--- src/rtl/descriptor_reader_if.sv ---
`default_nettype none
// ============================================================================
// Module   : descriptor_reader_if
// Purpose  : Record stream from descriptor_reader toward the matcher/UART
//            link. One packed {octave, keypoint, descriptor} record per beat,
//            transferred when rec_valid & rec_ready.
// Signals  : rec_valid      source -> sink  record present
//            rec_ready      sink -> source  sink accepts this cycle
//            rec_octave     source -> sink  0 = octave 1, 1 = octave 2
//            rec_keypoint   source -> sink  raw keypoint word
//            rec_descriptor source -> sink  {patch1..patch4}, patch1 in MSBs
// Revision : 1.0 - initial release
// ============================================================================
interface descriptor_reader_if #(
  parameter int KP_W   = 13,
  parameter int HIST_W = 24
) ();
  logic                  rec_valid;
  logic                  rec_ready;
  logic [1:0]            rec_octave;
  logic [KP_W-1:0]       rec_keypoint;
  logic [4*HIST_W-1:0]   rec_descriptor;

  modport master (
    output rec_valid, rec_octave, rec_keypoint, rec_descriptor,
    input  rec_ready
  );

  modport slave (
    input  rec_valid, rec_octave, rec_keypoint, rec_descriptor,
    output rec_ready
  );
endinterface
`default_nettype wire

--- src/rtl/descriptor_reader.sv ---
`default_nettype none
// ============================================================================
// Module   : descriptor_reader
// Purpose  : Walks the keypoint BRAM in write order after descriptor
//            generation, fetches the 4 sub-patch histogram words of every
//            keypoint from the descriptor BRAM and emits one record per
//            keypoint on a valid/ready stream. A zero keypoint word separates
//            octave 1 from octave 2; the second zero ends the pass.
// Ports    : clk, rst_in       clock, synchronous active-high reset
//            start             1-cycle pulse, starts a pass from IDLE only
//            key_read_addr     keypoint BRAM address   (registered)
//            keypoint_read     keypoint BRAM data, READ_LATENCY after address
//            desc_read_addr    descriptor BRAM address (registered)
//            desc_read         descriptor BRAM data, READ_LATENCY after address
//            rec               record stream (master side)
//            rec_count         records accepted in the current pass
//            busy              high outside IDLE
//            reader_done       1-cycle pulse while in FINISH
// Revision : 1.0 - initial release
// ============================================================================
module descriptor_reader #(
  parameter int DIMENSION        = 64,
  parameter int NUMBER_KEYPOINTS = 1000,
  parameter int PATCH_SIZE       = 4,
  parameter int READ_LATENCY     = 2,
  localparam int KP_W    = 2*$clog2(DIMENSION)+1,
  localparam int KEY_AW  = $clog2(NUMBER_KEYPOINTS),
  localparam int HIST_W  = ($clog2(PATCH_SIZE/2*PATCH_SIZE/2)+1)*8,
  localparam int DESC_AW = $clog2(DIMENSION*DIMENSION)
) (
  input  wire logic                clk,
  input  wire logic                rst_in,
  input  wire logic                start,
  output logic [KEY_AW-1:0]        key_read_addr,
  input  wire logic [KP_W-1:0]     keypoint_read,
  output logic [DESC_AW-1:0]       desc_read_addr,
  input  wire logic [HIST_W-1:0]   desc_read,
  descriptor_reader_if.master      rec,
  output logic [KEY_AW-1:0]        rec_count,
  output logic                     busy,
  output logic                     reader_done
);

  // Wait counter must hold READ_LATENCY; keep at least one bit.
  localparam int WAIT_W = (READ_LATENCY < 1) ? 1 : $clog2(READ_LATENCY+1);
  localparam logic [WAIT_W-1:0] WAIT_LAST = WAIT_W'(READ_LATENCY);
  localparam logic [KEY_AW-1:0] KEY_LAST  = KEY_AW'(NUMBER_KEYPOINTS-1);

  typedef enum logic [2:0] {
    IDLE      = 3'd0,
    KEY_WAIT  = 3'd1,
    DESC_WAIT = 3'd2,
    EMIT      = 3'd3,
    FINISH    = 3'd4
  } state_t;

  state_t                state, state_nxt;
  logic [KEY_AW-1:0]     key_addr_nxt;
  logic [DESC_AW-1:0]    desc_addr_nxt;
  logic [KEY_AW-1:0]     count_nxt;
  logic                  octave, octave_nxt;
  logic [WAIT_W-1:0]     wait_cnt, wait_nxt;
  logic [1:0]            patch, patch_nxt;
  logic                  out_valid, out_valid_nxt;
  logic [1:0]            out_octave, out_octave_nxt;
  logic [KP_W-1:0]       out_keypoint, out_keypoint_nxt;
  logic [4*HIST_W-1:0]   out_descriptor, out_descriptor_nxt;

  // --------------------------------------------------------------------------
  // State and datapath registers
  // --------------------------------------------------------------------------
  always_ff @(posedge clk) begin
    if (rst_in) begin
      state          <= IDLE;
      key_read_addr  <= '0;
      desc_read_addr <= '0;
      rec_count      <= '0;
      octave         <= 1'b0;
      wait_cnt       <= '0;
      patch          <= '0;
      out_valid      <= 1'b0;
      out_octave     <= '0;
      out_keypoint   <= '0;
      out_descriptor <= '0;
    end else begin
      state          <= state_nxt;
      key_read_addr  <= key_addr_nxt;
      desc_read_addr <= desc_addr_nxt;
      rec_count      <= count_nxt;
      octave         <= octave_nxt;
      wait_cnt       <= wait_nxt;
      patch          <= patch_nxt;
      out_valid      <= out_valid_nxt;
      out_octave     <= out_octave_nxt;
      out_keypoint   <= out_keypoint_nxt;
      out_descriptor <= out_descriptor_nxt;
    end
  end

  // --------------------------------------------------------------------------
  // Next-state and datapath logic
  // --------------------------------------------------------------------------
  always_comb begin
    state_nxt          = state;
    key_addr_nxt       = key_read_addr;
    desc_addr_nxt      = desc_read_addr;
    count_nxt          = rec_count;
    octave_nxt         = octave;
    wait_nxt           = wait_cnt;
    patch_nxt          = patch;
    out_valid_nxt      = out_valid;
    out_octave_nxt     = out_octave;
    out_keypoint_nxt   = out_keypoint;
    out_descriptor_nxt = out_descriptor;

    case (state)
      IDLE: begin
        if (start) begin
          key_addr_nxt  = '0;
          desc_addr_nxt = '0;
          count_nxt     = '0;
          octave_nxt    = 1'b0;
          wait_nxt      = '0;
          state_nxt     = KEY_WAIT;
        end
      end

      KEY_WAIT: begin
        if (wait_cnt == WAIT_LAST) begin
          wait_nxt = '0;
          if (keypoint_read == '0) begin
            // First zero word closes octave 1, second ends the pass.
            if (!octave) begin
              octave_nxt   = 1'b1;
              key_addr_nxt = key_read_addr + 1'b1;
            end else begin
              state_nxt = FINISH;
            end
          end else begin
            out_keypoint_nxt = keypoint_read;
            out_octave_nxt   = {1'b0, octave};
            patch_nxt        = '0;
            state_nxt        = DESC_WAIT;
          end
        end else begin
          wait_nxt = wait_cnt + 1'b1;
        end
      end

      DESC_WAIT: begin
        if (wait_cnt == WAIT_LAST) begin
          // The first fetched sub-patch lands in the most significant slot.
          case (patch)
            2'd0:    out_descriptor_nxt[4*HIST_W-1 -: HIST_W] = desc_read;
            2'd1:    out_descriptor_nxt[3*HIST_W-1 -: HIST_W] = desc_read;
            2'd2:    out_descriptor_nxt[2*HIST_W-1 -: HIST_W] = desc_read;
            default: out_descriptor_nxt[HIST_W-1   -: HIST_W] = desc_read;
          endcase
          desc_addr_nxt = desc_read_addr + 1'b1;
          wait_nxt      = '0;
          patch_nxt     = patch + 1'b1;
          if (patch == 2'd3) begin
            out_valid_nxt = 1'b1;
            state_nxt     = EMIT;
          end
        end else begin
          wait_nxt = wait_cnt + 1'b1;
        end
      end

      EMIT: begin
        // Record fields are only touched outside EMIT, so they hold while
        // stalled; valid is registered and never depends on ready.
        if (rec.rec_ready) begin
          out_valid_nxt = 1'b0;
          count_nxt     = rec_count + 1'b1;
          if (key_read_addr == KEY_LAST) begin
            state_nxt = FINISH;
          end else begin
            key_addr_nxt = key_read_addr + 1'b1;
            wait_nxt     = '0;
            state_nxt    = KEY_WAIT;
          end
        end
      end

      FINISH: begin
        state_nxt = IDLE;
      end

      default: begin
        state_nxt = IDLE;
      end
    endcase
  end

  assign busy               = (state != IDLE);
  assign reader_done        = (state == FINISH);
  assign rec.rec_valid      = out_valid;
  assign rec.rec_octave     = out_octave;
  assign rec.rec_keypoint   = out_keypoint;
  assign rec.rec_descriptor = out_descriptor;

endmodule
`default_nettype wire

--- src/flat_wrapper.sv ---
// flat-port wrapper written by rule: the top's interface ports become plain ports
module descriptor_reader_flat 
#(
  parameter int DIMENSION        = 64,
  parameter int NUMBER_KEYPOINTS = 1000,
  parameter int PATCH_SIZE       = 4,
  parameter int READ_LATENCY     = 2,
  localparam int KP_W    = 2*$clog2(DIMENSION)+1,
  localparam int KEY_AW  = $clog2(NUMBER_KEYPOINTS),
  localparam int HIST_W  = ($clog2(PATCH_SIZE/2*PATCH_SIZE/2)+1)*8,
  localparam int DESC_AW = $clog2(DIMENSION*DIMENSION)
)
  (clk, rst_in, start, key_read_addr, keypoint_read, desc_read_addr, desc_read, rec_count, busy, reader_done, rec_rec_valid, rec_rec_octave, rec_rec_keypoint, rec_rec_descriptor, rec_rec_ready);
  descriptor_reader_if #(.KP_W((13)), .HIST_W((24))) rec_i ();
  input  wire logic clk;
  input  wire logic rst_in;
  input  wire logic start;
  output logic [KEY_AW-1:0] key_read_addr;
  input  wire logic [KP_W-1:0] keypoint_read;
  output logic [DESC_AW-1:0] desc_read_addr;
  input  wire logic [HIST_W-1:0] desc_read;
  output logic [KEY_AW-1:0] rec_count;
  output logic busy;
  output logic reader_done;
  output wire logic [$bits(rec_i.rec_valid)-1:0] rec_rec_valid;
  output wire logic [$bits(rec_i.rec_octave)-1:0] rec_rec_octave;
  output wire logic [$bits(rec_i.rec_keypoint)-1:0] rec_rec_keypoint;
  output wire logic [$bits(rec_i.rec_descriptor)-1:0] rec_rec_descriptor;
  input wire logic [$bits(rec_i.rec_ready)-1:0] rec_rec_ready;
  assign rec_rec_valid = rec_i.rec_valid;
  assign rec_rec_octave = rec_i.rec_octave;
  assign rec_rec_keypoint = rec_i.rec_keypoint;
  assign rec_rec_descriptor = rec_i.rec_descriptor;
  assign rec_i.rec_ready = rec_rec_ready;
  descriptor_reader #(.DIMENSION(DIMENSION), .NUMBER_KEYPOINTS(NUMBER_KEYPOINTS), .PATCH_SIZE(PATCH_SIZE), .READ_LATENCY(READ_LATENCY)) u_core (.clk(clk), .rst_in(rst_in), .start(start), .key_read_addr(key_read_addr), .keypoint_read(keypoint_read), .desc_read_addr(desc_read_addr), .desc_read(desc_read), .rec(rec_i), .rec_count(rec_count), .busy(busy), .reader_done(reader_done));
endmodule
--- config.mk ---
export PLATFORM = sky130hd
export DESIGN_NAME = descriptor_reader_flat
export DESIGN_NICKNAME = d
export VERILOG_FILES = /design/src/rtl/descriptor_reader_if.sv /design/src/rtl/descriptor_reader.sv /design/src/flat_wrapper.sv
export SDC_FILE = /design/constraint.sdc
export NUM_CORES = 1
export LEC_CHECK = 0
export BUFFER_PORTS_ARGS = -buffer_cell sky130_fd_sc_hd__buf_4
export CORE_AREA = 2 2 121 123
export CTS_BUF_LIST = sky130_fd_sc_hd__clkbuf_4 sky130_fd_sc_hd__clkbuf_8
export DETAILED_ROUTE_END_ITERATION = 10
export DIE_AREA = 0 0 123 125
export PLACE_DENSITY = 0.72
export SETUP_SLACK_MARGIN = 0.3
export SLEW_MARGIN = 20
export SYNTH_ARGS = -nofsm -noshare
export SYNTH_HDL_FRONTEND = slang
export SYNTH_SLANG_ARGS = --single-unit
--- constraint.sdc ---
create_clock -name clk -period 2.3 [get_ports clk]
set_input_delay 0.69 -clock clk [delete_from_list [all_inputs] [get_ports clk]]
set_output_delay 0.69 -clock clk [all_outputs]
set_load 0.03 [all_outputs]
==> results of run 1 <==
[sequential cells by signal, summed over array words and instances (netlist names)]
register and count:
u_core.rec.rec_descriptor 96, u_core.octave 1, u_core.state 3, u_core.rec_count 10, u_core.rec.rec_octave 1, u_core.rec.rec_valid 1
u_core.key_read_addr 10, u_core.desc_read_addr 12, u_core.wait_cnt 2, u_core.patch 2, u_core.rec.rec_keypoint 13
[timing repair]
item                                    in CTS  in global routing
buffers inserted                             7                  5
resized for setup                           21                 20
endpoints found under the setup margin      10                 33
cloned                                       0                  0
pin swaps                                    5                  1
[cell families (layout without fill, tap and decap cells)]
kind of cell / after synthesis / after routing
AO/OA/AOI/OAI: 152 / 152
XOR/XNOR: 17 / 17
adder cells (fa/ha/maj): 8 / 8
buffers and inverters: 53 / 262
flip-flops: 151 / 151
multiplexers: 16 / 16
other: 1 / 1
AND/OR/NAND/NOR: 327 / 327
[layout by cell type (no fill, tap or decap), types with 5 or more instances in the layout]
master,count
inv_1,7
nand2_1,220
o21ai_0,7
buf_4,210
nor3_1,6
nand3_1,11
dfxtp_1,144
clkbuf_8,17
mux2i_1,15
nand4_1,10
ha_1,7
nor2_1,45
xor2_1,12
a21oi_1,109
inv_6,7
xnor2_1,5
buf_6,7
and2_1,5
or3_1,5
[routing by layer]
metal	global-route usage	vias up	share of wire
met1	0.276	2662	0.44
li1	-	2821	-
met3	0.0671	17	0.069
met2	0.332	161	0.48
met4	0.0675	0	0.016
met5	0	-	0
[worst max path at each step]
stage | from | to | slack, ns | depth (start not counted)
2_1_floorplan | keypoint_read[5] | u_core.key_read_addr[9] | 0.12 | 6
3_3_place_gp | keypoint_read[0] | u_core.key_read_addr[9] | -0.10 | 6
3_5_place_dp | keypoint_read[0] | u_core.key_read_addr[9] | -0.17 | 6
4_1_cts | u_core.state[1] | reader_done | 0.24 | 5
5_1_grt | u_core.state[1] | reader_done | 0.22 | 5
6_report | u_core.state[1] | reader_done | 0.27 | 5
[layout make-up]
| type | instances | area share |
|---|---|---|
| Sequential cell | 151 | 0.372 |
| Inverter | 9 | 0.00475 |
| Multi-Input combinational cell | 521 | 0.337 |
| Timing Repair Buffer | 221 | 0.212 |
| Clock inverter | 15 | 0.0175 |
| Tap cell | 184 | 0.0282 |
| Clock buffer | 17 | 0.0287 |
[per-stage QoR]
stage,util,worst slack (ns),area [sq um]
floorplan,-,0.122,5950
global placement,0.534,-0.105,7590
detailed placement,0.534,-0.172,7590
CTS,0.568,0.244,8070
global route,0.575,0.225,8170
finish,0.575,0.274,8170
[power by group through the flow]
stage | Sequential (mW) | Clock (mW) | Combinational, mW
4_1_cts | 2.62 | 2.01 | 0.247
3_5_place_dp | 2.69 | 0 | 0.234
5_1_grt | 2.63 | 2.13 | 0.282
3_3_place_gp | 2.69 | 0 | 0.233
6_report | 2.62 | 1.97 | 0.263
2_1_floorplan | 2.69 | 0 | 0.104
[synthesized netlist by cell type (2+ instances only)]
master | instances | area (sq um)
mux2i_1 | 15 | 150
inv_1 | 9 | 33.8
o21a_1 | 3 | 22.5
nor4_1 | 4 | 25.0
and3_1 | 5 | 31.3
xor2_1 | 12 | 105
o31ai_1 | 4 | 30.0
nand2b_1 | 2 | 12.5
nor3_1 | 6 | 30.0
dfxtp_1 | 151 | 3020
a21o_1 | 2 | 15.0
clkbuf_1 | 34 | 128
nand3_1 | 12 | 60.1
a211oi_1 | 4 | 30.0
nor2_1 | 46 | 173
a21oi_1 | 110 | 551
o21ai_0 | 9 | 45.0
nand2_1 | 220 | 826
o211ai_1 | 2 | 15.0
and2_1 | 5 | 31.3
or3_1 | 5 | 31.3
a2111oi_0 | 3 | 26.3
nand4_1 | 10 | 62.6
nor2b_1 | 2 | 12.5
a22oi_1 | 2 | 15.0
o311ai_0 | 2 | 17.5
ha_1 | 8 | 100
xnor2_1 | 5 | 43.8
buf_2 | 8 | 40.0
or2_2 | 3 | 18.8
[worst min-delay path, stage by stage, from the launching register on]
cell     delay (ns)
dfxtp_1        0.32
nand2_1        0.05
a21oi_1        0.05
==> impl_results.md, run 1 <==
- Final hold vios: 0
- CTS tree: built
- RSZ-0062 raised after global routing: true
- Clock share of power: 0.405
- Post-DRT Antenna Nets: 0
- GPL Wtd Cong: 0.812
- Worst-Skew Late Latency: 0.46 ns
- WHS: 0.458 ns
- Syn nets: 774
- Setup crit end kind: output pin
- Worst path slowest cell: dfxtp_2
- Gr usage total: 0.211
- Share of cells above drive strength 1: 0.303
- CP arrival: 1.34 ns
- R2R depth: 5
- Pwr dens: 595 mW/mm^2
- Drt first pass iters: 5
- Switching Share: 0.258
- Wire per inst: 14.7 microns
- Max-cap violation count: 0
- ANT cells: 0
- Start of the worst register-to-register path: u_core.wait_cnt[0]
- Row count: 44
- Fmax: 0.493 GHz
- Post-Synth Simple-Gate Area: 0.233
- Num CTS Buffers: 17
- WHS Path Cells: 2
- # fillers: 1329
- NetSw: 1.25 mW
- Total Routed Length: 16.5 mm
- DRC: 0
- Layout Cells excl Fill: 1118
- CTS Buffer Depth: 2
- Fin. max-slew vios: 0
- Nets@finish: 970
- Xor-xnor portion of the synthesized cell area: 0.0252
- Syn Inst Count: 725
- Adder-cell share of the synthesized area: 0.0170
- Dpl cells: 1074
- Root Buffer: clkbuf_8
- Die area: 0.0154 sq mm
- Worst-path fanout max: 3
- Clock Sinks: 151
- HPWL after detailed placement: 11.2 mm
- Die span in x: 123 microns
- CTS hold repair buffers: 0
- CP required: 1.61 ns
- Peak supply drop: 0.432 mV
- I/O Buffers: 185
- Worst rel slew slack: 0.612
- Setup tns final: 0 ns
- Hold Crit Start: u_core.rec.rec_descriptor[18]
- Area of the core: 0.0142 sq mm
- Hold Crit Endpoint: u_core.rec.rec_descriptor[18]
- Vias in the first global route: 5164
- Initial Util: 0.415
- Main combinational cell family by area after synthesis: simple AND/OR/NAND/NOR gates
- Crit path largest cell delay: 0.33 ns
- Cell Area, Synth: 0.00590 sq mm
- Drt via density: 5.06
- CP Launch Type: flip-flop
- Fraction of registers with async set/reset: 0
- Die height: 125 microns
- Cell repeated most along the worst path: buf_6
- Combinational Power Share: 0.054
- Ys flop type: dfxtp_1
- Final period util: 0.881
- R2R setup slack: 0.32 ns
- Total Power: 4.86 mW
- Leakage: 3.33 nW
- Global route overflow: 0
- Reg power frac: 0.540
- Bufs and invs on worst path: 4
- Compound-Gate Fraction of Synth Area: 0.147
- Final min period: 2.03 ns
- Initial DRC Count: 391
- Largest net degree at the start of global routing: 126
- Status: finished clean
- Cells along the critical path: buf_6 > inv_4 > buf_6 > and3_4 > buf_6
- Cell family with most CP delay: buffers and inverters
- Yosys warns: 0
- Top-Level Pins: 187
- Storage cell area: 0.00304 sq mm
- Int Pwr: 3.60 mW
- Mapped Avg Cell Area: 8.14 sq um
- Tightest Pin Transition: 0.582 ns
- Register clock-pin slew on the reported worst setup and hold paths: 0.08 ns
- Synthesized flop and latch total: 151
- Register area share after synthesis: 0.513
- Count of final setup violators: 0
- Mux contribution to synthesized area: 0.0274
- H-tree depth: 4
- RR Endpoint: u_core.key_read_addr[7]
- Synth cell types: 52
- Hold Path Class: reg2reg
- First-pass GRT wire length: 26.0 mm
- EDFF count, synth: 0
- Initial antenna violation count: 0
- Vias: 5661
- Crit Path Class: reg2out
- Area of the multi-input gates: 0.00275 sq mm
- Area growth, synth to finish: 38.5%
- Skew final: 0.0122 ns
Power figures use the tool's default switching activity.
==> run 2: changes to the inputs <==
--- a/config.mk
+++ b/config.mk
@@ -6,11 +6,11 @@
 export NUM_CORES = 1
 export LEC_CHECK = 0
 export BUFFER_PORTS_ARGS = -buffer_cell sky130_fd_sc_hd__buf_4
-export CORE_AREA = 2 2 121 123
+export CORE_AREA = 2 2 114 116
 export CTS_BUF_LIST = sky130_fd_sc_hd__clkbuf_4 sky130_fd_sc_hd__clkbuf_8
 export DETAILED_ROUTE_END_ITERATION = 10
-export DIE_AREA = 0 0 123 125
-export PLACE_DENSITY = 0.72
+export DIE_AREA = 0 0 116 118
+export PLACE_DENSITY = 0.8
 export SETUP_SLACK_MARGIN = 0.3
 export SLEW_MARGIN = 20
 export SYNTH_ARGS = -nofsm -noshare
==> impl_results.md, run 2 (synthesized netlist as in run 1, its figures left out) <==
- Hold Path Class: reg2reg (unchanged)
- Setup tns final: 0 ns (unchanged)
- Area of the core: 0.0124 sq mm (was 0.0142 sq mm)
- NetSw: 1.10 mW (was 1.25 mW)
- Worst rel slew slack: 0.624 (was 0.612)
- I/O Buffers: 185 (unchanged)
- Leakage: 3.38 nW (was 3.33 nW)
- CTS hold repair buffers: 0 (unchanged)
- Commonest non-fill, non-tap cell in the layout: nand2_1 (unchanged)
- Global route overflow: 0 (unchanged)
- Register clock-pin slew on the reported worst setup and hold paths: 0.08 ns (about the same)
- Commonest non-fill, non-tap cells in the layout: 220 x nand2_1, 210 x buf_4, 147 x dfxtp_1 (was 220 x nand2_1, 210 x buf_4, 144 x dfxtp_1)
- RR Endpoint: u_core.key_read_addr[7] (unchanged)
- Skew final: 0.00716 ns (was 0.0122 ns)
- R2R setup slack: 0.28 ns (was 0.32 ns)
- Count of final setup violators: 0 (unchanged)
- Wire per inst: 15.0 microns (was 14.7 microns)
- Hold Crit Endpoint: u_core.rec.rec_descriptor[46] (was u_core.rec.rec_descriptor[18])
- Drt first pass iters: 5 (unchanged)
- Max-cap violation count: 0 (unchanged)
- Start of the worst register-to-register path: u_core.state[1] (was u_core.wait_cnt[0])
- Tightest Pin Transition: 0.564 ns (was 0.582 ns)
- Worst-path fanout max: 4 (was 3)
- Initial antenna violation count: 0 (unchanged)
- WHS Path Cells: 2 (unchanged)
- Setup crit end kind: output pin (unchanged)
- CP arrival: 1.35 ns (was 1.34 ns)
- Status: finished clean (unchanged)
- Reg power frac: 0.518 (was 0.540)
- Root Buffer: clkbuf_8 (unchanged)
- ANT cells: 0 (unchanged)
- RSZ-0062 raised after global routing: true (unchanged)
- Die span in x: 116 microns (was 123 microns)
- R2R depth: 5 (unchanged)
- Switching Share: 0.216 (was 0.258)
- Max reg flops: 96 (unchanged)
- Area growth, synth to finish: 39.7% (was 38.5%)
- Die area: 0.0137 sq mm (was 0.0154 sq mm)
- Largest net degree at the start of global routing: 126 (unchanged)
- Initial Util: 0.475 (was 0.415)
- Final min period: 2.04 ns (was 2.03 ns)
- Final hold vios: 0 (unchanged)
- Worst-Skew Late Latency: 0.45 ns (was 0.46 ns)
- Fin. max-slew vios: 0 (unchanged)
- Share of cells above drive strength 1: 0.301 (was 0.303)
- Post-DRT Antenna Nets: 0 (unchanged)
- H-tree depth: 4 (unchanged)
- Initial DRC Count: 472 (was 391)
- Final WS setup: 0.259 ns (was 0.274 ns)
- Combinational Power Share: 0.050 (was 0.054)
- Gr usage total: 0.245 (was 0.211)
- Pwr dens: 615 mW/mm^2 (was 595 mW/mm^2)
- Fmax: 0.490 GHz (was 0.493 GHz)
- Total Routed Length: 16.6 mm (was 16.5 mm)
- Die height: 118 microns (was 125 microns)
- DRC: 0 (unchanged)
- CP required: 1.61 ns (about the same)
- Vias: 5715 (was 5661)
- CP Launch Type: flip-flop (unchanged)
- Top-Level Pins: 187 (unchanged)
- Vias in the first global route: 5362 (was 5164)
- Clock share of power: 0.432 (was 0.405)
- Row count: 41 (was 44)
- Drt via density: 5.16 (was 5.06)
- Nets@finish: 971 (was 970)
- Int Pwr: 3.97 mW (was 3.60 mW)
- Num CTS Buffers: 17 (unchanged)
- CTS Buffer Depth: 2 (unchanged)
- First-pass GRT wire length: 26.3 mm (was 26.0 mm)
- Total Power: 5.07 mW (was 4.86 mW)
- Crit Path Class: reg2out (unchanged)
- HPWL after detailed placement: 11.2 mm (about the same)
- Final period util: 0.887 (was 0.881)
- CTS tree: built (unchanged)
- Hold Crit Start: u_core.rec.rec_descriptor[46] (was u_core.rec.rec_descriptor[18])
- GPL Wtd Cong: 0.859 (was 0.812)
- Clock Sinks: 151 (unchanged)
- Setup slack at placement: -0.195 ns (was -0.172 ns)
- Peak supply drop: 0.583 mV (was 0.432 mV)
==> run 2: stage by stage <==
| step | instance area (sq um) | std cells | utilization | hold slack, ns |
|---|---|---|---|---|
| final | 8240 | 1107 | 0.664 | 0.455 |
| after global routing | 8240 | 1107 | 0.664 | 0.470 |
| after CTS | 8140 | 1104 | 0.655 | 0.458 |
| after detailed placement | 7600 | 1066 | 0.612 | 0.447 |
| after global placement | 7600 | 1066 | 0.612 | 0.442 |
| after floorplan | 5950 | 725 | - | 0.494 |
==> run 2: worst max-delay path, stage by stage, from the launching register on <==
cell     delay, ns
dfxtp_2       0.33
buf_6         0.12
inv_4         0.05
buf_6         0.10
and3_4        0.17
buf_6         0.12
==> run 2: layer usage <==
layer	track usage	vias to the layer above	wire length, microns
met5	0	-	0
met4	0.104	0	408
met3	0.0937	34	1400
met2	0.383	213	7900
met1	0.299	2648	6860
li1	-	2820	-
==> run 2: layout make-up <==
cell class | count | area [sq um]
inverter | 9 | 36.3
multi-input combinational | 521 | 2760
timing repair buffer | 222 | 1760
clock buffer | 25 | 325
clock inverter | 7 | 115
sequential | 151 | 3030
tap | 172 | 215
fill | 1070 | 4170
==> run 2: worst max-delay path by stage <==
stage	start	to	slack, ns
finish	u_core.state[1]	reader_done	0.26
CTS	u_core.state[1]	reader_done	0.25
global route	u_core.state[1]	reader_done	0.21
floorplan	keypoint_read[5]	u_core.key_read_addr[9]	0.12
global placement	keypoint_read[0]	u_core.key_read_addr[9]	-0.16
detailed placement	keypoint_read[0]	u_core.key_read_addr[9]	-0.20
==> run 2: what timing repair did <==
item,in CTS,in global routing
gates resized for setup,19,25
endpoints found under the setup margin,8,116
buffers inserted,6,3
endpoints found under the hold margin,0,0
gates cloned,0,0
pin swaps,5,7
==> run 2: power by group through the flow <==
stage / clock [mW] / combinational, mW / sequential [mW]
finish: 2.19 / 0.256 / 2.62
global route: 2.33 / 0.277 / 2.62
CTS: 2.23 / 0.251 / 2.62
detailed placement: 0 / 0.238 / 2.69
global placement: 0 / 0.238 / 2.69
floorplan: 0 / 0.104 / 2.69
==> run 3: changes to the inputs <==
==> constraint.sdc (replaced) <==
create_clock -name clk -period 1.8 [get_ports clk]
set_input_delay 0.54 -clock clk [delete_from_list [all_inputs] [get_ports clk]]
set_output_delay 0.54 -clock clk [all_outputs]
set_load 0.03 [all_outputs]
==> impl_results.md, run 3 <==
- I/O Buffers: 185 (unchanged)
- Share of Yosys cell area claimed by the top area cell type: 0.513 (unchanged)
- Clock Sinks: 151 (unchanged)
- Yosys warns: 0 (unchanged)
- Synthesized flop and latch total: 151 (unchanged)
- Initial Util: 0.475 (unchanged)
- Most numerous cell in the Yosys netlist: nand2_1 (unchanged)
- Register area share after synthesis: 0.513 (unchanged)
- Worst Endpoint after GRT Repair: u_core.key_read_addr[6]$_SDFFE_PP0P_/D
- Fraction of registers with async set/reset: 0 (unchanged)
- Top-Level Pins: 187 (unchanged)
- Cell Area, Synth: 0.00590 sq mm (unchanged)
- Num CTS Buffers: 17 (unchanged)
- Synth cell types: 52 (unchanged)
- HPWL after detailed placement: 12.0 mm (was 11.2 mm)
- Root Buffer: clkbuf_8 (unchanged)
- Top post-synthesis cells by count: 220 x nand2_1, 151 x dfxtp_1, 110 x a21oi_1, 46 x nor2_1, 34 x clkbuf_1 (unchanged)
- H-tree depth: 4 (unchanged)
- Die height: 118 microns (unchanged)
- Worst_ep kind: register data pin
- Die span in x: 116 microns (unchanged)
- GPL Wtd Cong: 0.885 (was 0.859)
- Syn Inst Count: 725 (unchanged)
- EDFF count, synth: 0 (unchanged)
- Ys flop type: dfxtp_1 (unchanged)
- Gr usage total: 0.942
- Run-stopping error: [ERROR GRT-0232] Routing congestion too high. Check the congestion heatmap in the GUI.
- Largest net degree at the start of global routing: 65
- Dominant cells by area after synthesis: dfxtp_1 51%, nand2_1 14%, a21oi_1 9.3% (unchanged)
- Status: stopped before the end (was finished clean)
- Mapped Avg Cell Area: 8.14 sq um (unchanged)
- CTS Buffer Depth: 2 (unchanged)
- Syn nets: 774 (unchanged)
- Row count: 41 (unchanged)
- Stopped at: global routing
- Area leader, netlist: dfxtp_1 (unchanged)
- Global route overflow: 853
run 3: cell counts after synthesis:
Identical to the previous run, type by type.
run 3: per-stage QoR:
step	setup WS (ns)	cell area, sq um	instances	util	hold slack [ns]
3_3_place_gp	-0.574	7940	1095	0.639	0.442
3_5_place_dp	-0.624	7940	1095	0.639	0.447
4_1_cts	-0.197	10600	1214	0.851	0.303
2_1_floorplan	-0.288	6110	725	-	0.487
run 3: timing repair:
| item | in CTS |
|---|---|
| setup endpoints to repair | 287 |
| hold buffers | 0 |
| cloned | 17 |
| setup buffers | 71 |
| pin swaps | 110 |
| gates resized for setup | 405 |
run 3: layer usage:
metal / GRT overflow / track usage
met5: 0 / 0.243
met4: 264 / 1.09
met3: 6 / 0.711
met2: 576 / 1.17
met1: 7 / 0.878
run 3: cells by family after synthesis:
kind of cell / Yosys count / share of synthesized area
compound gates: 152 / 0.147
xor+xnor: 17 / 0.0252
fa+ha+maj: 8 / 0.0170
buf+inv: 53 / 0.0373
flops: 151 / 0.513
mux: 16 / 0.0274
other cells: 1 / 0.000636
simple gates: 327 / 0.233
==> run 4: changes to the inputs <==
--- a/config.mk
+++ b/config.mk
@@ -6,12 +6,10 @@
 export NUM_CORES = 1
 export LEC_CHECK = 0
 export BUFFER_PORTS_ARGS = -buffer_cell sky130_fd_sc_hd__buf_4
-export CORE_AREA = 2 2 114 116
-export CTS_BUF_LIST = sky130_fd_sc_hd__clkbuf_4 sky130_fd_sc_hd__clkbuf_8
+export CORE_AREA = 2 2 133 135
 export DETAILED_ROUTE_END_ITERATION = 10
-export DIE_AREA = 0 0 116 118
-export PLACE_DENSITY = 0.8
-export SETUP_SLACK_MARGIN = 0.3
+export DIE_AREA = 0 0 135 137
+export PLACE_DENSITY_LB_ADDON = 0.15
 export SLEW_MARGIN = 20
 export SYNTH_ARGS = -nofsm -noshare
 export SYNTH_HDL_FRONTEND = slang
==> constraint.sdc (replaced) <==
create_clock -name clk -period 2.3 [get_ports clk]
set_input_delay 0.69 -clock clk [delete_from_list [all_inputs] [get_ports clk]]
set_output_delay 0.69 -clock clk [all_outputs]
set_load 0.03 [all_outputs]
==> impl_results.md, run 4 (synthesized netlist as in run 1, its figures left out) <==
- Skew final: 0.00952 ns
- Cell family with most CP delay: buffers and inverters
- Num CTS Buffers: 17 (unchanged)
- CTS Buffer Depth: 2 (unchanged)
- Largest net degree at the start of global routing: 65
- Layout Cells excl Fill: 1158
- Crit Path Class: reg2out
- Pwr dens: 668 mW/mm^2
- Count of final setup violators: 0
- Worst path slowest cell: dfxtp_1
- I/O Buffers: 185 (unchanged)
- Final hold vios: 0
- Initial antenna violation count: 0
- Max-cap violation count: 0
- Vias: 5503
- RR Endpoint: u_core.key_read_addr[7]
- CP required: 1.61 ns
- Gr usage total: 0.182
- Worst rel slew slack: 0.528
- Vias in the first global route: 4984
- Die height: 137 microns (was 118 microns)
- Setup crit end kind: output pin
- GPL Wtd Cong: 0.781 (was 0.885)
- WHS Path Cells: 2
- Status: finished clean (was stopped before the end)
- Area growth, synth to finish: 39.9%
- Cell repeated most along the worst path: buf_4
- Row count: 48 (was 41)
- Die area: 0.0185 sq mm
- CTS tree: built
- Setup tns final: 0 ns
- Max reg flops: 96
- Post-DRT Antenna Nets: 0
- Bufs and invs on worst path: 4
- CP arrival: 1.52 ns
- Final period util: 0.959
- Hold Path Class: reg2reg
- Die span in x: 135 microns (was 116 microns)
- Area of the core: 0.0171 sq mm
- Hold Crit Start: u_core.rec.rec_descriptor[73]
- Clock Sinks: 151 (unchanged)
- Start of the worst register-to-register path: u_core.wait_cnt[1]
- ANT cells: 0
- Commonest non-fill, non-tap cell in the layout: nand2_1
- Wire per inst: 14.9 microns
- R2R depth: 5
- Tightest Pin Transition: 0.708 ns
- RSZ-0062 raised after global routing: false
- Cells along the critical path: buf_6 > inv_1 > buf_4 > and3_1 > buf_4
- Dpl cells: 1126 (was 1095)
- DRC: 0
- Initial Util: 0.346 (was 0.475)
- Total Routed Length: 17.2 mm
- Initial DRC Count: 358
- Final min period: 2.21 ns
- Postcts setup bufs: 0 (was 71)
- HPWL after detailed placement: 12.0 mm (about the same)
- Register clock-pin slew on the reported worst setup and hold paths: 0.06 ns
- Commonest non-fill, non-tap cells in the layout: 220 x nand2_1, 215 x buf_4, 150 x dfxtp_1
- Worst-Skew Late Latency: 0.43 ns
- Hold Crit Endpoint: u_core.rec.rec_descriptor[73]
- H-tree depth: 4 (unchanged)
- Global route overflow: 0
- Peak supply drop: 0.489 mV
- First-pass GRT wire length: 26.3 mm
- Share of cells above drive strength 1: 0.279
- Drt via density: 4.75
- Fin. max-slew vios: 0
- R2R setup slack: 0.18 ns
- Leakage: 3.39 nW
- Fmax: 0.453 GHz
- Top-Level Pins: 187 (unchanged)
- Nets@finish: 969
- Worst-path fanout max: 16
- Root Buffer: clkbuf_16 (was clkbuf_8)
- Crit path largest cell delay: 0.33 ns
- CP Launch Type: flip-flop
- Drt first pass iters: 4
[run 4: how the worst max path moves through the flow]
stage / to / start / cells past startpoint
after global placement: u_core.key_read_addr[7] / keypoint_read[5] / 7
after CTS: reader_done / u_core.state[1] / 5
after global routing: u_core.key_read_addr[7] / keypoint_read[5] / 7
after floorplan: u_core.key_read_addr[9] / keypoint_read[0] / 6
after detailed placement: u_core.key_read_addr[7] / keypoint_read[5] / 7
final: reader_done / u_core.state[1] / 5
[run 4: power breakdown]
part / internal [mW] / switching (mW) / total [mW]
Combinational: 0.0980 / 0.145 / 0.243
Clock: 1.44 / 1.20 / 2.64
Sequential: 2.62 / 0.00675 / 2.63
Total: 4.16 / 1.36 / 5.51
[run 4: stage by stage]
| step | cell area [sq um] | hold WS (ns) | total power [mW] | setup WS [ns] | utilization |
|---|---|---|---|---|---|
| finish | 8250 | 0.454 | 5.51 | 0.0939 | 0.484 |
| global route | 8250 | 0.472 | 5.72 | 0.0136 | 0.484 |
| floorplan | 5900 | 0.494 | 2.79 | 0.0506 | - |
| detailed placement | 7690 | 0.447 | 2.93 | -0.277 | 0.451 |
| global placement | 7690 | 0.442 | 2.93 | -0.221 | 0.451 |
| CTS | 8250 | 0.457 | 5.59 | 0.0466 | 0.484 |
[run 4: what timing repair did]
action	4_1_cts	5_1_grt
setup endpoints to repair	0	1
gates resized for setup	0	2
hold buffers	0	0
[run 4: cell type report]
class | count | area [sq um]
fill | 1730 | 8800
sequential | 151 | 3020
multi-input combinational | 521 | 2660
timing repair buffer | 220 | 1710
clock buffer | 18 | 439
tap | 225 | 282
clock inverter | 14 | 114
inverter | 9 | 33.8
[run 4: worst register-to-register path, cell delays in order, from the launching register on]
cell	delay [ns]
dfxtp_1	0.33
or3b_1	0.39
o21a_1	0.21
or4b_1	0.62
or2_4	0.30
o31ai_1	0.19
[run 4: routing by layer]
metal	track usage	wire length, microns	vias to the layer above
met5	0	0	-
met4	0.0694	263	0
met3	0.0478	1120	18
met2	0.283	7860	143
met1	0.243	7980	2515
li1	-	-	2827
